### config.mk
export PLATFORM = sky130hd
export DESIGN_NAME = vram_slot_arbiter
export DESIGN_NICKNAME = d
export VERILOG_FILES = /design/src/rtl/vram_arb_pkg.sv /design/src/rtl/vram_slot_arbiter_arb_rr2.sv /design/src/rtl/vram_slot_arbiter.sv
export SDC_FILE = /design/constraint.sdc
export NUM_CORES = 1
export LEC_CHECK = 0
export BUFFER_PORTS_ARGS = -buffer_cell sky130_fd_sc_hd__buf_4
export CAP_MARGIN = 25
export CORE_UTILIZATION = 32
export CTS_CLUSTER_DIAMETER = 200
export DETAILED_ROUTE_END_ITERATION = 16
export GPL_TIMING_DRIVEN = 1
export SLEW_MARGIN = 10
export SYNTH_ARGS = -nofsm -noshare
export SYNTH_HDL_FRONTEND = slang
export SYNTH_SLANG_ARGS = --single-unit
### constraint.sdc
create_clock -name clk -period 4.2 [get_ports clk]
set_input_delay 0.21 -clock clk [delete_from_list [all_inputs] [get_ports clk]]
set_output_delay 0.21 -clock clk [all_outputs]
set_load 0.01 [all_outputs]
### src/rtl/vram_arb_pkg.sv
// Shared widths and per-stage access state for the VRAM slot arbiter.
package vram_arb_pkg;
  localparam int AW = 15;
  localparam int DW = 16;
  localparam int HW = 9;

  typedef enum logic [1:0] {IDLE = 2'd0, VID_RD = 2'd1, CPU_RD = 2'd2, CPU_WR = 2'd3} stage_t;

  function automatic logic is_cpu(stage_t s);
    return (s == CPU_RD) || (s == CPU_WR);
  endfunction
endpackage

### src/rtl/vram_slot_arbiter_arb_rr2.sv
// Two-way round-robin for blanking contention (bit 0 = video, bit 1 = CPU).
// Only built when VRAM_ARB_FAIR_EN is defined.
`ifdef VRAM_ARB_FAIR_EN
module arb_rr2 (
  input  logic       clk,
  input  logic       reset,
  input  logic [1:0] req,
  output logic [1:0] gnt
);
  // last winner: 0 = video, 1 = CPU; resets to video so CPU wins first contention
  logic last;

  always_comb begin
    gnt = req;
    if (req == 2'b11) gnt = last ? 2'b01 : 2'b10;
  end

  always_ff @(posedge clk or posedge reset)
    if (reset)     last <= 1'b0;
    else if (|gnt) last <= gnt[1];
endmodule
`endif

### src/rtl/vram_slot_arbiter.sv
// VRAM slot arbiter: video/CPU share a sync RAM; arbitrate, drive RAM, ack.
// VRAM_ARB_FAIR_EN selects round-robin (vs video priority) during blanking.
module vram_slot_arbiter
  import vram_arb_pkg::*;
(
  input  logic          clk,
  input  logic          reset,
  input  logic [HW-1:0] hc,
  input  logic [HW-1:0] vc,
  input  logic          hbl,
  input  logic          vbl,
  input  logic          vid_req,
  input  logic [AW-1:0] vid_addr,
  output logic          vid_ack,
  output logic [DW-1:0] vid_dout,
  input  logic          cpu_req,
  input  logic          cpu_we,
  input  logic [AW-1:0] cpu_addr,
  input  logic [DW-1:0] cpu_din,
  output logic          cpu_ack,
  output logic [DW-1:0] cpu_dout,
  output logic [AW-1:0] mem_addr,
  output logic          mem_we,
  output logic [DW-1:0] mem_din,
  input  logic [DW-1:0] mem_dout
);
  stage_t        st_mem, st_ack, st_nxt;
  logic          active, vid_busy, cpu_busy, vid_elig, cpu_elig;
  logic          gnt_vid, gnt_cpu;
  logic [1:0]    bl_gnt;
  logic [DW-1:0] vid_q, cpu_q;
  logic          unused_in;

  // Slot parity only matters through hc[0]; vertical position is not used.
  assign unused_in = ^{vc, hc[HW-1:1]};

  assign active   = !hbl && !vbl;
  // A requester stays busy from grant until its ack cycle has passed.
  assign vid_busy = (st_mem == VID_RD) || (st_ack == VID_RD);
  assign cpu_busy = is_cpu(st_mem) || is_cpu(st_ack);
  assign vid_elig = vid_req && !vid_busy;
  assign cpu_elig = cpu_req && !cpu_busy;

`ifdef VRAM_ARB_FAIR_EN
  logic [1:0] bl_req;
  assign bl_req = active ? 2'b00 : {cpu_elig, vid_elig};
  arb_rr2 u_rr (.clk(clk), .reset(reset), .req(bl_req), .gnt(bl_gnt));
`else
  assign bl_gnt = active   ? 2'b00 :
                  vid_elig ? 2'b01 : {cpu_elig, 1'b0};
`endif

  assign gnt_vid = active ? (vid_elig && !hc[0]) : bl_gnt[0];
  assign gnt_cpu = active ? (cpu_elig &&  hc[0]) : bl_gnt[1];

  always_comb begin
    st_nxt = IDLE;
    if (gnt_vid)      st_nxt = VID_RD;
    else if (gnt_cpu) st_nxt = cpu_we ? CPU_WR : CPU_RD;
  end

  always_ff @(posedge clk or posedge reset) begin
    if (reset) begin
      st_mem   <= IDLE;
      st_ack   <= IDLE;
      mem_addr <= '0;
      mem_we   <= 1'b0;
      mem_din  <= '0;
      vid_q    <= '0;
      cpu_q    <= '0;
    end else begin
      st_mem <= st_nxt;
      st_ack <= st_mem;
      mem_we <= 1'b0;
      if (gnt_vid) begin
        mem_addr <= vid_addr;
      end else if (gnt_cpu) begin
        mem_addr <= cpu_addr;
        mem_we   <= cpu_we;
        mem_din  <= cpu_din;
      end
      if (st_ack == VID_RD) vid_q <= mem_dout;
      if (st_ack == CPU_RD) cpu_q <= mem_dout;
    end
  end

  // RAM data arrives in the ack cycle; pass it through, then hold it.
  assign vid_ack  = (st_ack == VID_RD);
  assign cpu_ack  = is_cpu(st_ack);
  assign vid_dout = (st_ack == VID_RD) ? mem_dout : vid_q;
  assign cpu_dout = (st_ack == CPU_RD) ? mem_dout : cpu_q;
endmodule

==> flow_metrics.tcl, run 1 <==
set metrics [dict create \
    outcome "finished, final reports clean" \
    dr.first_iter.drc_count 24 \
    yosys.area.top_type "dfrtp_1" \
    critical_path_max_stage_delay_ps 730 \
    clock_tree.htree_level_count 3 \
    timing.critical_path.slowest_stage_cell "nor2b_2" \
    slew-limit-headroom_pct 42.6 \
    syn-instance-count 186 \
    cts_buffer_depth 2 \
    ctsResizeCount 0 \
    final_common_cell "buf_4" \
    p_seq_share_pct 38.8 \
    postRouteAntennaNets 0 \
    die_width_um 94.2 \
    yosys_register_bits 68 \
    crit_buf_inv 1 \
    cp_top_family "simple AND/OR/NAND/NOR gates" \
    maximum_number_of_pins_on_one_net_before_global_route_repair 39 \
    post_synthesis_area_per_instance_um2 14.6 \
    fp.dieArea_um2 8880 \
    endpoint_arrival_time_on_the_critical_path_ps 2040 \
    global_route.usage.total_pct 14.4 \
    number_of_antenna_violations_at_the_first_check_in_global_routing 0 \
    layout_setup_ws_ps 1950 \
    number_of_hold_violations_in_the_final_report 0 \
    type_of_the_most_critical_hold_path "primary input to async pin" \
    worstMarginPinSlew_ps 857 \
    wirelength_um 6110 \
    drc 0 \
    p_leak_nw 1.96 \
    post_synth_num_cell_types 20 \
    yosysTopAreaCellShare_pct 62.5 \
    via_count 1910 \
    post-layout-total-power_mw 2.68 \
    clk_pin_slew_worst_paths_ps 70 \
    ir_worst_vdd_mv 0.209 \
    finalSetupViolations 0 \
    ys_warn_count 0 \
    endpoint_kind "output port" \
    cts_post_setup_buffers_inserted 0 \
    place_worst_setup_slack_ps 2160 \
    syn_to_layout_area_delta_pct 48.0 \
    critical_path_launch_point_type "flop" \
    category_of_the_critical_setup_timing_path "flop to output port" \
    power.switching_fraction_pct 30.9 \
    layout_common_cells "buf_4, dfrtp_1, mux2_2" \
    number_of_buffers_added_by_the_clock_tree_synthesis_step 9 \
    drt-vias-per-instance 4.40 \
    drtPass1Iterations 3 \
    cts_tree "built" \
    crit_path_cell_trace "nor2b_2, mux2_2, buf_4" \
    grt_pass1_wl_um 9670 \
    gr-total-overflow 0 \
    clock_power_share_pct 19.4 \
    die-height_um 94.2 \
    cts_root_buffer "clkbuf_8" \
    numClockSinks 68 \
    timing.clock.skew_ps 11.2 \
    row_count 33 \
    synth_sequential_area_ratio_pct 62.5 \
    p_int_mw 1.85 \
    synth.area.top_cells "dfrtp_1, mux2_2, mux2i_1, mux2_4, a21oi_1" \
    floorplan.io_pins 153 \
    final_max_slew_viol_count 0 \
    power_density_nw_per_um2 665 \
    period_share_pct 53.5 \
    clkLatencyLatePin_ps 330 \
    unrepaired_setup_endpoints_after_global_routing "false" \
    cp_max_fo 16 \
    cap_violations 0 \
    detail_route.wl_per_cell_um 14.1 \
    antenna_cells 0 \
    netlist_area_um2 2720 \
    layout-drive-gt1-share_pct 62.9 \
    timing.final.crit_period_ps 2250 \
    hpwlAfterDp_um 4420 \
    worstPathRequired_ps 3990 \
    final_net_count 411 \
    vias_in_the_first_global_route 2051 \
    buffer_ports.inserted 135 \
    fmax_mhz 445 \
    power.switching_uw 827 \
    core_area_um2 8220 \
    power_frac_comb_pct 41.7 \
    hold_buffers 0 \
    finalHoldWorstSlack_ps 27.2 \
    globalplace.congestion 0.705 \
    initial_core_util_pct 33.1 \
    setup_tns_ps 0 \
    synth_nets 273 \
]
routing by layer:
layer  vias to the layer above  track usage (%)  wire length, um  share of wire (%)
li1                        920                -                -                  -
met1                       903             17.8             2600                 43
met3                         9             4.05              431                7.1
met4                         0             7.05              107                1.8
met5                         -                0                0                  0
met2                        78             22.9             2960                 49
state kept, by name, indices dropped and copies added (netlist names):
signal and cells:
st_mem 2, vid_q 16, mem_we 1, cpu_q 16
mem_din 16, st_ack 2, mem_addr 15
power by group through the flow:
stage	Combinational, mW	Clock [mW]	Sequential (mW)
2_1_floorplan	0.527	0	1.09
3_3_place_gp	1.13	0	1.04
3_5_place_dp	1.14	0	1.06
4_1_cts	1.14	0.544	1.05
5_1_grt	1.21	0.571	1.07
6_report	1.12	0.520	1.04
Yosys cell counts (all sizes together):
cell      n
dfrtp    68
buf       7
nor2     15
nand2     3
nor3      1
mux2     48
and3      1
nor4b     1
nor2b     1
or3b      1
inv       4
nand2b    1
mux2i    15
a21oi    15
clkbuf    4
o2111ai   1
cells by family (layout without fill, tap and decap cells):
family                 count (synthesis)  count (layout)  synth area share [%]
flip-flops                            68              68                  62.5
multiplexers                          63              63                  26.6
AND/OR/NAND/NOR                       24              24                  4.37
AO/OA/AOI/OAI                         16              16                  3.72
buffers and inverters                 15             158                  2.80
metrics by stage:
| step | util (%) | std cells | area (um2) |
|---|---|---|---|
| after floorplan | - | 186 | 2720 |
| after global placement | 46.7 | 418 | 3840 |
| after detailed placement | 46.7 | 418 | 3840 |
| after CTS | 49.0 | 434 | 4030 |
| after global routing | 49.0 | 434 | 4030 |
| final | 49.0 | 434 | 4030 |
worst paths after layout:
check,slack (ps),end,start,cells past startpoint
setup / recovery,1950,cpu_dout[8],st_ack[1]$_DFF_PP0_,3
hold / removal,30,mem_din[10]$_DFFE_PP0P_,reset,2
setup reg to reg,2190,mem_din[11]$_DFFE_PP0P_,st_ack[1]$_DFF_PP0_,4
hold reg to reg,390,st_ack[0]$_DFF_PP0_,st_mem[0]$_DFF_PP0_,0
max in group asynchronous,3250,st_ack[0]$_DFF_PP0_,reset,3
min in group clk,90,st_mem[0]$_DFF_PP0_,cpu_we,3
worst reg2reg max path: cells and delay by family (launching register included):
kind               cells  cell delay [ps]
AOI/OAI and AO/OA      1              460
and+or+nand+nor        2              650
DFF                    1              400
muxes                  1              390
layout make-up:
class                      count  area [um2]
clock buffer                  10         128
clock inverter                 6        65.1
fill                         774        4190
inverter                       4        15.0
multi-input combinational    103         953
sequential                    68        1700
tap                          105         131
timing repair buffer         138        1040
No activity file was read; power rests on OpenSTA's default activity.
==> run 2, diff against run 1 <==
==> constraint.sdc (replaced) <==
create_clock -name clk -period 2.18 [get_ports clk]
set_input_delay 0.109 -clock clk [delete_from_list [all_inputs] [get_ports clk]]
set_output_delay 0.109 -clock clk [all_outputs]
set_load 0.01 [all_outputs]
==> flow_metrics.tcl, run 2 (synthesis gave the netlist of run 1 again) <==
set metrics [dict create \
    final_max_slew_viol_count 0 \
    core_area_um2 8220 \
    layout.cells.non_filler 455 \
    fp.dieArea_um2 8880 \
    power_density_nw_per_um2 1230 \
    worstMarginPinSlew_ps 510 \
    category_of_the_critical_setup_timing_path "flop to output port" \
    drc 0 \
    globalplace.congestion 0.678 \
    endpoint_kind "output port" \
    buffer_ports.inserted 135 \
    cts_tree "built" \
    number_of_hold_violations_in_the_final_report 0 \
    global_route.usage.total_pct 14.8 \
    clock_tree.htree_level_count 3 \
    critical_path_launch_point_type "flop" \
    postRouteAntennaNets 0 \
    dr.first_iter.drc_count 53 \
    antenna_cells 0 \
    fillerInstances 738 \
    row_count 33 \
    die-height_um 94.2 \
    p_leak_nw 2.05 \
    number_of_buffers_added_by_the_clock_tree_synthesis_step 9 \
    final_net_count 433 \
    type_of_the_most_critical_hold_path "primary input to flop" \
    clk_pin_slew_worst_paths_ps 70 \
    timing.clock.skew_ps 8.04 \
    via_count 2017 \
    fin_util_pct 51.5 \
    outcome "finished, final reports clean" \
    period_share_pct 89.5 \
    detail_route.wl_per_cell_um 14.0 \
    post-layout-total-power_mw 5.19 \
    worstPathRequired_ps 2070 \
    reg_top3 "cpu_q (16), mem_din (16), vid_q (16)" \
    cts_post_setup_buffers_inserted 0 \
    layout.cell_area.non_filler_um2 4230 \
    drt-vias-per-instance 4.43 \
    cap_violations 0 \
    layout_common_cells "buf_4, dfrtp_1, mux2_2, dlygate4sd3_1" \
    syn_to_layout_area_delta_pct 55.3 \
    timing.final.crit_period_ps 1950 \
    numClockSinks 68 \
    initial_core_util_pct 33.1 \
    cts_buffer_depth 2 \
    cts_root_buffer "clkbuf_8" \
    wirelength_um 6370 \
    drtPass1Iterations 4 \
    placedInstanceArea_um2 3870 \
    vias_in_the_first_global_route 2114 \
    setup_tns_ps 0 \
    final_common_cell "buf_4" \
    place_inst 423 \
    hpwlAfterDp_um 4600 \
    clkLatencyLatePin_ps 320 \
    maximum_number_of_pins_on_one_net_before_global_route_repair 33 \
    number_of_antenna_violations_at_the_first_check_in_global_routing 0 \
    gr-total-overflow 0 \
    die_width_um 94.2 \
    unrepaired_setup_endpoints_after_global_routing "false" \
    layout-drive-gt1-share_pct 59.7 \
    fmax_mhz 512 \
    floorplan.io_pins 153 \
    endpoint_arrival_time_on_the_critical_path_ps 1840 \
    ctsResizeCount 0 \
    finalSetupViolations 0 \
    cp_max_fo 12 \
    grt_pass1_wl_um 9990 \
    ir_worst_vdd_mv 0.493 \
    slew-limit-headroom_pct 65.9 \
]
==> run 2: cell count changes in the layout (fill, tap and decap cells not counted), sizes merged <==
cell | before | now
buf | 138 | 143
clkbuf | 10 | 13
clkinv | 4 | 1
clkinvlp | 1 | 0
dlygate4sd3 | 0 | 17
==> run 2: path summary, 6_finish.rpt <==
check,from,end,slack (ps),cells past startpoint
max,st_ack[1]$_DFF_PP0_,cpu_dout[6],230,4
min,cpu_din[3],mem_din[3]$_DFFE_PP0P_,20,2
max reg2reg,st_mem[1]$_DFF_PP0_,mem_din[12]$_DFFE_PP0P_,450,3
min reg2reg,st_mem[0]$_DFF_PP0_,st_ack[0]$_DFF_PP0_,380,0
max in group asynchronous,reset,cpu_q[6]$_DFF_PP0_,1200,4
min in group asynchronous,reset,mem_din[6]$_DFFE_PP0P_,310,3
==> run 2: stage by stage <==
| step | setup WS [ps] | hold slack [ps] |
|---|---|---|
| final | 228 | 23.1 |
| after global routing | 113 | 8.43 |
| after CTS | 178 | 2.73 |
| after detailed placement | 448 | 111 |
| after global placement | 489 | 116 |
| after floorplan | 359 | 223 |
==> run 2: metal layers <==
layer | up-vias | GRT usage (%) | part of all wire, %
li1 | 960 | - | -
met1 | 975 | 18.8 | 43
met2 | 76 | 23.4 | 49
met3 | 6 | 4.61 | 7.4
met4 | 0 | 5.90 | 1.1
met5 | - | 0 | 0
==> run 2: power breakdown <==
| part | switching [mW] | leakage (nW) | internal [mW] |
|---|---|---|---|
| clock network | 0.435 | 0.0935 | 0.554 |
| registers | 0.208 | 0.795 | 1.80 |
| logic | 0.922 | 1.17 | 1.27 |
| total | 1.56 | 2.05 | 3.62 |
==> run 2: area by class of cell <==
class / count / area (um2) / share of cell area [%]
clock buffers: 13 / 149 / 3.52
well taps: 105 / 131 / 3.11
clock inverters: 2 / 35.0 / 0.828
inverters: 4 / 15.0 / 0.355
multi-input cells: 103 / 953 / 22.5
repair buffers: 160 / 1240 / 29.4
flip-flops and latches: 68 / 1700 / 40.2
==> run 2: critical path: stages, from the launching register on <==
cell and delay [ps]:
dfrtp_1 400, nor2b_2 330, buf_4 280, mux2_2 370, buf_4 150
==> run 2: repair_timing <==
item                                    in CTS  in global routing
endpoints found under the setup margin       0                  0
hold endpoints to repair                    30                  0
hold buffers                                17                  0
==> run 3, diff against run 2 <==
--- a/config.mk
+++ b/config.mk
@@ -11,7 +11,9 @@
 export CTS_CLUSTER_DIAMETER = 200
 export DETAILED_ROUTE_END_ITERATION = 16
 export GPL_TIMING_DRIVEN = 1
+export REMOVE_ABC_BUFFERS = 1
 export SLEW_MARGIN = 10
 export SYNTH_ARGS = -nofsm -noshare
 export SYNTH_HDL_FRONTEND = slang
 export SYNTH_SLANG_ARGS = --single-unit
+export TNS_END_PERCENT = 5
==> constraint.sdc (replaced) <==
create_clock -name clk -period 2.26 [get_ports clk]
set_input_delay 0.113 -clock clk [delete_from_list [all_inputs] [get_ports clk]]
set_output_delay 0.113 -clock clk [all_outputs]
set_load 0.01 [all_outputs]
==> flow_metrics.tcl, run 3 (synthesis gave the netlist of run 1 again) <==
set metrics [dict create \
    cts_tree "built" \
    global_route.usage.total_pct 15.0 \
    critical_path_launch_point_type "flop" \
    period_share_pct 86.9 \
    ir_worst_vdd_mv 0.440 \
    timing.final.crit_period_ps 1960 \
    cap_violations 0 \
    row_count 33 \
    outcome "finished, final reports clean" \
    power_density_nw_per_um2 1190 \
    layout.cells.non_filler 453 \
    place_inst 420 \
    final_max_slew_viol_count 0 \
    cts_post_setup_buffers_inserted 0 \
    slew-limit-headroom_pct 62.8 \
    finalHoldWorstSlack_ps 17.0 \
    cts_root_buffer "clkbuf_8" \
    via_count 2013 \
    clk_pin_slew_worst_paths_ps 80 \
    numClockSinks 68 \
    die_width_um 94.2 \
    fillerInstances 735 \
    globalplace.congestion 0.688 \
    syn_to_layout_area_delta_pct 55.6 \
    vias_in_the_first_global_route 2125 \
    postRouteAntennaNets 0 \
    fmax_mhz 509 \
    dr.first_iter.drc_count 42 \
    drtPass1Iterations 4 \
    die-height_um 94.2 \
    worstPathRequired_ps 2150 \
    final_net_count 430 \
    cts_buffer_depth 2 \
    number_of_hold_violations_in_the_final_report 0 \
    place_worst_setup_slack_ps 554 \
    drt-vias-per-instance 4.44 \
    worstMarginPinSlew_ps 558 \
    maximum_number_of_pins_on_one_net_before_global_route_repair 45 \
    fp.dieArea_um2 8880 \
    type_of_the_most_critical_hold_path "primary input to flop" \
    p_leak_nw 2.05 \
    unrepaired_setup_endpoints_after_global_routing "false" \
    initial_core_util_pct 33.1 \
    grt_pass1_wl_um 10200 \
    number_of_antenna_violations_at_the_first_check_in_global_routing 0 \
    reg_top3 "cpu_q (16), mem_din (16), vid_q (16)" \
    detail_route.wl_per_cell_um 14.0 \
    layout_setup_ws_ps 297 \
    layout-drive-gt1-share_pct 60.3 \
    timing.clock.skew_ps 12.1 \
    finalSetupViolations 0 \
    core_area_um2 8220 \
    layout_common_cells "buf_4, dfrtp_1, mux2_2, dlygate4sd3_1" \
    final_common_cell "buf_4" \
    number_of_buffers_added_by_the_clock_tree_synthesis_step 9 \
    cp_max_fo 14 \
    endpoint_kind "output port" \
    category_of_the_critical_setup_timing_path "flop to output port" \
    antenna_cells 0 \
    drc 0 \
    clock_tree.htree_level_count 3 \
    clkLatencyLatePin_ps 340 \
    hpwlAfterDp_um 4400 \
    floorplan.io_pins 153 \
    buffer_ports.inserted 135 \
    gr-total-overflow 0 \
    wirelength_um 6330 \
    endpoint_arrival_time_on_the_critical_path_ps 1850 \
]
==> run 3: power by group <==
group | switching, mW | leakage, nW | internal [mW]
clock network | 0.474 | 0.0983 | 0.538
logic | 0.889 | 1.16 | 1.22
registers | 0.200 | 0.795 | 1.73
total | 1.56 | 2.05 | 3.49
==> run 3: layout make-up <==
type / count / area (um2) / area share (%)
flip-flops and latches: 68 / 1700 / 40.2
repair buffers: 157 / 1230 / 29.1
multi-input cells: 103 / 953 / 22.5
clock buffers: 10 / 138 / 3.25
well taps: 105 / 131 / 3.10
clock inverters: 6 / 63.8 / 1.51
inverters: 4 / 15.0 / 0.354
==> run 3: timing repair <==
item,4_1_cts,5_1_grt
hold buffers,17,0
resized for setup,0,0
endpoints found under the hold margin,40,0
==> run 3: worst max-delay path: stages, from the launching register on <==
cell	delay, ps
dfrtp_1	400
nand2b_1	300
buf_4	290
mux2_2	380
buf_4	150
==> run 3: through the flow <==
step | instance area (um2) | total power [mW] | TNS [ps] | utilization (%)
2_1_floorplan | 2660 | 2.99 | -59340 | -
3_3_place_gp | 3860 | 4.04 | 0 | 47.0
4_1_cts | 4240 | 5.15 | 0 | 51.6
3_5_place_dp | 3860 | 4.08 | 0 | 47.0
5_1_grt | 4240 | 5.40 | 0 | 51.6
6_report | 4240 | 5.06 | 0 | 51.6
==> run 3: routing by layer <==
metal  vias to the layer above  GRT usage [%]  routed length (um)
met3                        13           3.80                 420
met2                        74           24.9                3190
met5                         -              0                   0
met1                       973           18.0                2590
met4                         0           7.56                 132
li1                        953              -                   -
==> run 3: worst paths after layout <==
path                                     start                 endpoint  depth (start not counted)  slack, ps
hold / removal                      cpu_din[8]   mem_din[8]$_DFFE_PP0P_                          2         20
hold reg to reg            st_mem[0]$_DFF_PP0_      st_ack[0]$_DFF_PP0_                          0        380
setup / recovery           st_ack[1]$_DFF_PP0_             vid_dout[15]                          4        300
setup reg to reg           st_ack[1]$_DFF_PP0_  mem_addr[0]$_DFFE_PP0P_                          4        600
min in group asynchronous                reset   mem_din[4]$_DFFE_PP0P_                          3        400
max in group asynchronous                reset      st_ack[0]$_DFF_PP0_                          4       1220
